File: src/rtl/mem_access.sv
// Load/store controller in front of dual_ram: lane extraction with sign/zero extension,
// read-modify-write for sub-word stores, and misalignment reporting without RAM access.
module mem_access #(
    parameter int unsigned AW = 32
) (
    input  logic          clk,
    input  logic          rst,
    input  logic          req_valid,
    output logic          req_ready,
    input  logic          req_we,
    input  logic [AW-1:0] req_addr,
    input  logic [1:0]    req_size,
    input  logic          req_unsigned,
    input  logic [31:0]   req_wdata,
    output logic          rsp_valid,
    output logic [31:0]   rsp_rdata,
    output logic          rsp_err,
    output logic          ram_ren,
    output logic          ram_wen,
    output logic [AW-3:0] ram_addr,
    output logic [31:0]   ram_wdata,
    input  logic [31:0]   ram_rdata
);

    typedef enum logic [2:0] {
        S_IDLE,
        S_LD_RD,
        S_LD_RSP,
        S_ST_WR,
        S_RMW_RD,
        S_RMW_WR,
        S_ERR
    } state_t;

    state_t        r_state;
    logic          r_ready;
    logic          r_we;
    logic [AW-1:0] r_addr;
    logic [1:0]    r_size;
    logic          r_uns;
    logic [31:0]   r_wdata;

    logic          w_misal;
    logic [7:0]    w_byte;
    logic [15:0]   w_half;
    logic [31:0]   w_ext;
    logic [31:0]   w_merge;
    logic          w_ld_rsp;

    assign w_misal = (req_size == 2'd3)
                   || ((req_size == 2'd1) && req_addr[0])
                   || ((req_size == 2'd2) && (req_addr[1:0] != 2'b00));

    // r_ready mirrors "state is IDLE" but stays low through reset and the edge after it.
    always_ff @(posedge clk or posedge rst) begin
        if (rst) begin
            r_state <= S_IDLE;
            r_ready <= 1'b0;
            r_we    <= 1'b0;
            r_addr  <= '0;
            r_size  <= '0;
            r_uns   <= 1'b0;
            r_wdata <= '0;
        end else begin
            case (r_state)
                S_IDLE: begin
                    if (req_valid && r_ready) begin
                        r_we    <= req_we;
                        r_addr  <= req_addr;
                        r_size  <= req_size;
                        r_uns   <= req_unsigned;
                        r_wdata <= req_wdata;
                        r_ready <= 1'b0;
                        if (w_misal)
                            r_state <= S_ERR;
                        else if (!req_we)
                            r_state <= S_LD_RD;
                        else if (req_size == 2'd2)
                            r_state <= S_ST_WR;
                        else
                            r_state <= S_RMW_RD;
                    end else begin
                        r_ready <= 1'b1;
                    end
                end
                S_LD_RD: begin
                    r_state <= S_LD_RSP;
                    r_ready <= 1'b0;
                end
                S_RMW_RD: begin
                    r_state <= S_RMW_WR;
                    r_ready <= 1'b0;
                end
                S_LD_RSP, S_ST_WR, S_RMW_WR, S_ERR: begin
                    r_state <= S_IDLE;
                    r_ready <= 1'b1;
                end
                default: begin
                    r_state <= S_IDLE;
                    r_ready <= 1'b0;
                end
            endcase
        end
    end

    always_comb begin
        w_byte = ram_rdata[7:0];
        case (r_addr[1:0])
            2'd0: w_byte = ram_rdata[7:0];
            2'd1: w_byte = ram_rdata[15:8];
            2'd2: w_byte = ram_rdata[23:16];
            2'd3: w_byte = ram_rdata[31:24];
            default: w_byte = ram_rdata[7:0];
        endcase
        w_half = r_addr[1] ? ram_rdata[31:16] : ram_rdata[15:0];

        case (r_size)
            2'd0:    w_ext = {{24{~r_uns & w_byte[7]}}, w_byte};
            2'd1:    w_ext = {{16{~r_uns & w_half[15]}}, w_half};
            default: w_ext = ram_rdata;
        endcase

        w_merge = ram_rdata;
        if (r_size == 2'd0) begin
            case (r_addr[1:0])
                2'd0: w_merge[7:0]   = r_wdata[7:0];
                2'd1: w_merge[15:8]  = r_wdata[7:0];
                2'd2: w_merge[23:16] = r_wdata[7:0];
                2'd3: w_merge[31:24] = r_wdata[7:0];
                default: w_merge = ram_rdata;
            endcase
        end else if (r_addr[1]) begin
            w_merge[31:16] = r_wdata[15:0];
        end else begin
            w_merge[15:0] = r_wdata[15:0];
        end
    end

    assign w_ld_rsp  = (r_state == S_LD_RSP) && !r_we;

    assign req_ready = r_ready;
    assign rsp_valid = (r_state == S_LD_RSP) || (r_state == S_ST_WR)
                    || (r_state == S_RMW_WR) || (r_state == S_ERR);
    assign rsp_err   = (r_state == S_ERR);
    assign rsp_rdata = w_ld_rsp ? w_ext : '0;
    assign ram_ren   = (r_state == S_LD_RD) || (r_state == S_RMW_RD);
    assign ram_wen   = (r_state == S_ST_WR) || (r_state == S_RMW_WR);
    assign ram_addr  = r_addr[AW-1:2];
    assign ram_wdata = (r_state == S_ST_WR)  ? r_wdata :
                       (r_state == S_RMW_WR) ? w_merge : '0;

endmodule

File: config.mk
export PLATFORM = sky130hd
export DESIGN_NAME = mem_access
export DESIGN_NICKNAME = d
export VERILOG_FILES = /design/src/rtl/mem_access.sv
export SDC_FILE = /design/constraint.sdc
export NUM_CORES = 1
export LEC_CHECK = 0
export CAP_MARGIN = 15
export CORE_ASPECT_RATIO = 0.9
export CORE_UTILIZATION = 40
export CTS_BUF_LIST = sky130_fd_sc_hd__clkbuf_4
export DETAILED_ROUTE_END_ITERATION = 8
export PLACE_DENSITY_LB_ADDON = 0.1
export RECOVER_POWER = 100
export REMOVE_ABC_BUFFERS = 1
export SYNTH_ARGS = -nofsm -noshare
export SYNTH_HDL_FRONTEND = slang
export SYNTH_SLANG_ARGS = --single-unit
File: constraint.sdc
create_clock -name clk -period 2.3 [get_ports clk]
set_input_delay 0.345 -clock clk [delete_from_list [all_inputs] [get_ports clk]]
set_output_delay 0.345 -clock clk [all_outputs]
set_load 0.01 [all_outputs]
==> key figures <==
Run status
  – Status: finished, violations left
  – Violated checks: negative setup slack

Power
  – PD cells: between 1000 and 1500 nW/um^2
  – Total power: 0.0111 W
  – Peak VDD IR: approximately 760 uV
  – P_leak: 3.83 nW

Clock network
  – CTS Buf Count: 9
  – CTS tree: done
  – Clk_lat worst skew: 0.46 ns
  – Max Root-Sink Buffers: 2
  – Clock sink count: 72
  – Root buf cell: clkbuf_4
  – H-tree level count: 3
  – CTS clk-pin slew, worst paths: 0.14 ns

Floorplan
  – Row count: 37
  – Io pins: a little over 200
  – Initial Util: between 40 and 50%
  – DIE AREA: between 10,000 and 15,000 sq um
  – Die width: 117 um
  – Core ar.: approximately 11,000 sq um
  – Die Span Y: 105 um

Layout
  – Layout cells sized above 1: 51.1%
  – Area grow syn2layout: 82.5%
  – Post-route cell area: around 8700 sq um
  – Fillers: about 800
  – Multi-input logic area: 3140 sq um
  – NumNets Final: approximately 890
  – N_diodes: 0
  – FF+latch area: 1810 sq um

Yosys
  – Sequential cell area fraction in the yosys report: roughly 38%
  – Asr flop ratio synth: 100%
  – Synth Register Bits: 72
  – Distinct cell type count after synthesis: 39
  – Count leader, synth: dfrtp_1
  – Cell count after synthesis: slightly below 500
  – Yosys top cell by area: dfrtp_1
  – Most instantiated cells after synthesis: 72 x dfrtp_1, 71 x mux2_2, 71 x nand2_1, 31 x buf_4, 29 x nor2_1
  – Ys Warns: 0
  – Main area contributors after synthesis: dfrtp_1 38%, mux2_2 17%, nand2_1 5.6%
  – EDFF count, synth: 0
  – Synth top area share: 38.0%
  – Dominant synthesized flop cell: dfrtp_1
  – Syn_area_per_cell: 9.55 sq um
  – Cell Area, Synth: approximately 4700 sq um

Global routing
  – Initial antenna violation count: 0
  – Largest net degree at the start of global routing: 51
  – First-pass GRT wire length: 28,100 um
  – Vias in the first global route: 5,363
  – GRT Total Usage: 30.3%
  – GR Overflow Total: 0

Worst setup path
  – Worst EP arrival: 2.41 ns
  – Worst-path maximum fanout: 4
  – Crit. End Element: primary output
  – Crit-path cells: or4b_4 > or3_4 > a31o_4 > buf_6 > nand2_2 > buf_6
  – Critical Path Start Type: flip-flop
  – Slowest cell on crit path: or4b_4
  – Cell mode on critical path: buf_6
  – Slowest cell delay on critical path: 0.57 ns
  – CP required: between 1.5 and 2 ns
  – CP Class: flip-flop to primary output

STA
  – Final Hold Fails: 0
  – Endpoints failing setup: 68
  – Pins Over Slew Limit: 0
  – Final period utilization: 120%
  – RSZ-0062 raised after global routing: yes
  – Max Fclk: 364 MHz
  – Final Skew: approximately 0.014 ns
  – Setup ws final: -0.451 ns
  – Post-route minimum period: about 2.8 ns
  – Setup_tns: -18.30 ns
  – Max-slew headroom: 34.6%
  – Slew @ Worst Pin: 0.976 ns

Drt
  – Routed Antenna Nets: 0
  – Pre-antenna DRT Iters: 5
  – WL per Instance: 21.4 um
  – Vias: 5,378
  – Drt drc: 0
  – Avg Vias per Cell: between 5 and 6
  – Initial DRC count: 420
  – Routed Wire Length: 20,200 um

Placement
  – Placed cell area: 7150 sq um
  – Port bufs: 201
  – Routability cong.: 0.930
  – DP HPWL: 12,200 um

Min path
  – Worst min path class: primary input to flip-flop

Run
  – Max-Cap Viols: 0
==> cells by family (layout without fill, tap and decap cells) <==
kind of cell	after synthesis	in the layout	synth area share (%)
simple gates	156	156	15.0
xor+xnor	1	1	0.185
buf+inv	75	365	9.12
flops	72	72	38.0
compound gates	98	99	14.3
mux	95	95	23.5
==> per-stage QoR <==
stage | hold WS, ns | util (%) | setup WS [ns] | std cells
floorplan | 0.481 | - | -1.84 | 432
global placement | 0.489 | 62.3 | -0.309 | 860
detailed placement | 0.496 | 62.3 | -0.309 | 860
CTS | 0.182 | 69.6 | -0.453 | 915
global route | 0.472 | 75.4 | -0.491 | 944
finish | 0.494 | 75.4 | -0.451 | 944
==> path summary, 6_finish.rpt <==
path | from | end | slack (ns) | depth (start not counted)
max in group asynchronous | rst | r_addr[0]$_DFFE_PP0P_ | 0.48 | 3
worst min-delay path | req_wdata[26] | r_wdata[26]$_DFFE_PP0P_ | 0.49 | 2
worst min register to register | r_addr[13]$_DFFE_PP0P_ | r_addr[13]$_DFFE_PP0P_ | 0.52 | 1
worst max-delay path | r_we$_DFFE_PP0P_ | rsp_rdata[25] | -0.45 | 6
min in group asynchronous | rst | r_addr[5]$_DFFE_PP0P_ | 0.50 | 2
worst max register to register | r_state[0]$_DFFE_PP0N_ | r_wdata[29]$_DFFE_PP0P_ | 0 | 8
==> per-layer routing <==
layer / vias up / share of wire, % / wire length (um) / GRT usage [%]
li1: 2332 / - / - / -
met4: 0 / 5.3 / 1080 / 14.6
met3: 105 / 9.4 / 1890 / 8.34
met1: 2607 / 38 / 7750 / 38.4
met5: - / 0 / 0 / 0
met2: 334 / 47 / 9510 / 47.4
==> area by class of cell <==
type	instances	area share (%)
Timing Repair Buffer	339	37.9
Multi-Input combinational cell	351	36.3
Sequential cell	72	20.9
Tap cell	156	2.25
Clock inverter	6	1.33
Clock buffer	10	0.867
Inverter	10	0.491
==> cell usage in the layout (no fill, tap or decap), drive strengths merged, types with 3 or more instances in the layout <==
| cell type | n |
|---|---|
| a21oi | 24 |
| a22o | 12 |
| a32o | 5 |
| buf | 194 |
| bufinv | 3 |
| clkbuf | 15 |
| clkdlybuf4s50 | 101 |
| clkinvlp | 3 |
| dfrtp | 72 |
| dlygate4sd3 | 32 |
| inv | 10 |
| mux2 | 71 |
| mux2i | 18 |
| mux4 | 6 |
| nand2 | 71 |
| nand2b | 10 |
| nand3 | 20 |
| nand3b | 8 |
| nor2 | 29 |
| nor3 | 10 |
| o21ai | 24 |
| o221a | 8 |
| o22ai | 7 |
| o31ai | 8 |
==> critical path: cells and delay by family (launching register included) <==
family	cells	cell delay, ns
AOI/OAI and AO/OA	1	0.26
buffers and inverters	2	0.26
DFF	1	0.42
and+or+nand+nor	3	1.02
==> power by group <==
part           total (W)  leakage (nW)  internal (W)  switching, W
sequential       0.00246         0.849       0.00192      0.000538
combinational    0.00755          2.88       0.00405       0.00350
clock            0.00108        0.0976      0.000570      0.000510
==> sequential cells by signal, summed over array words and instances, names as in the netlist <==
register and cells:
r_addr 32, r_wdata 32, r_state 3, r_size 2
r_uns 1, r_we 1, req_ready 1
==> repair_timing <==
action / in CTS / in global routing
pin swaps: 22 / 46
hold endpoints to repair: 0 / 0
resized for setup: 404 / 122
hold buffers: 0 / 0
gates cloned: 4 / 3
setup buffers: 36 / 35
setup endpoints to repair: 66 / 66
Power figures use the tool's default switching activity.
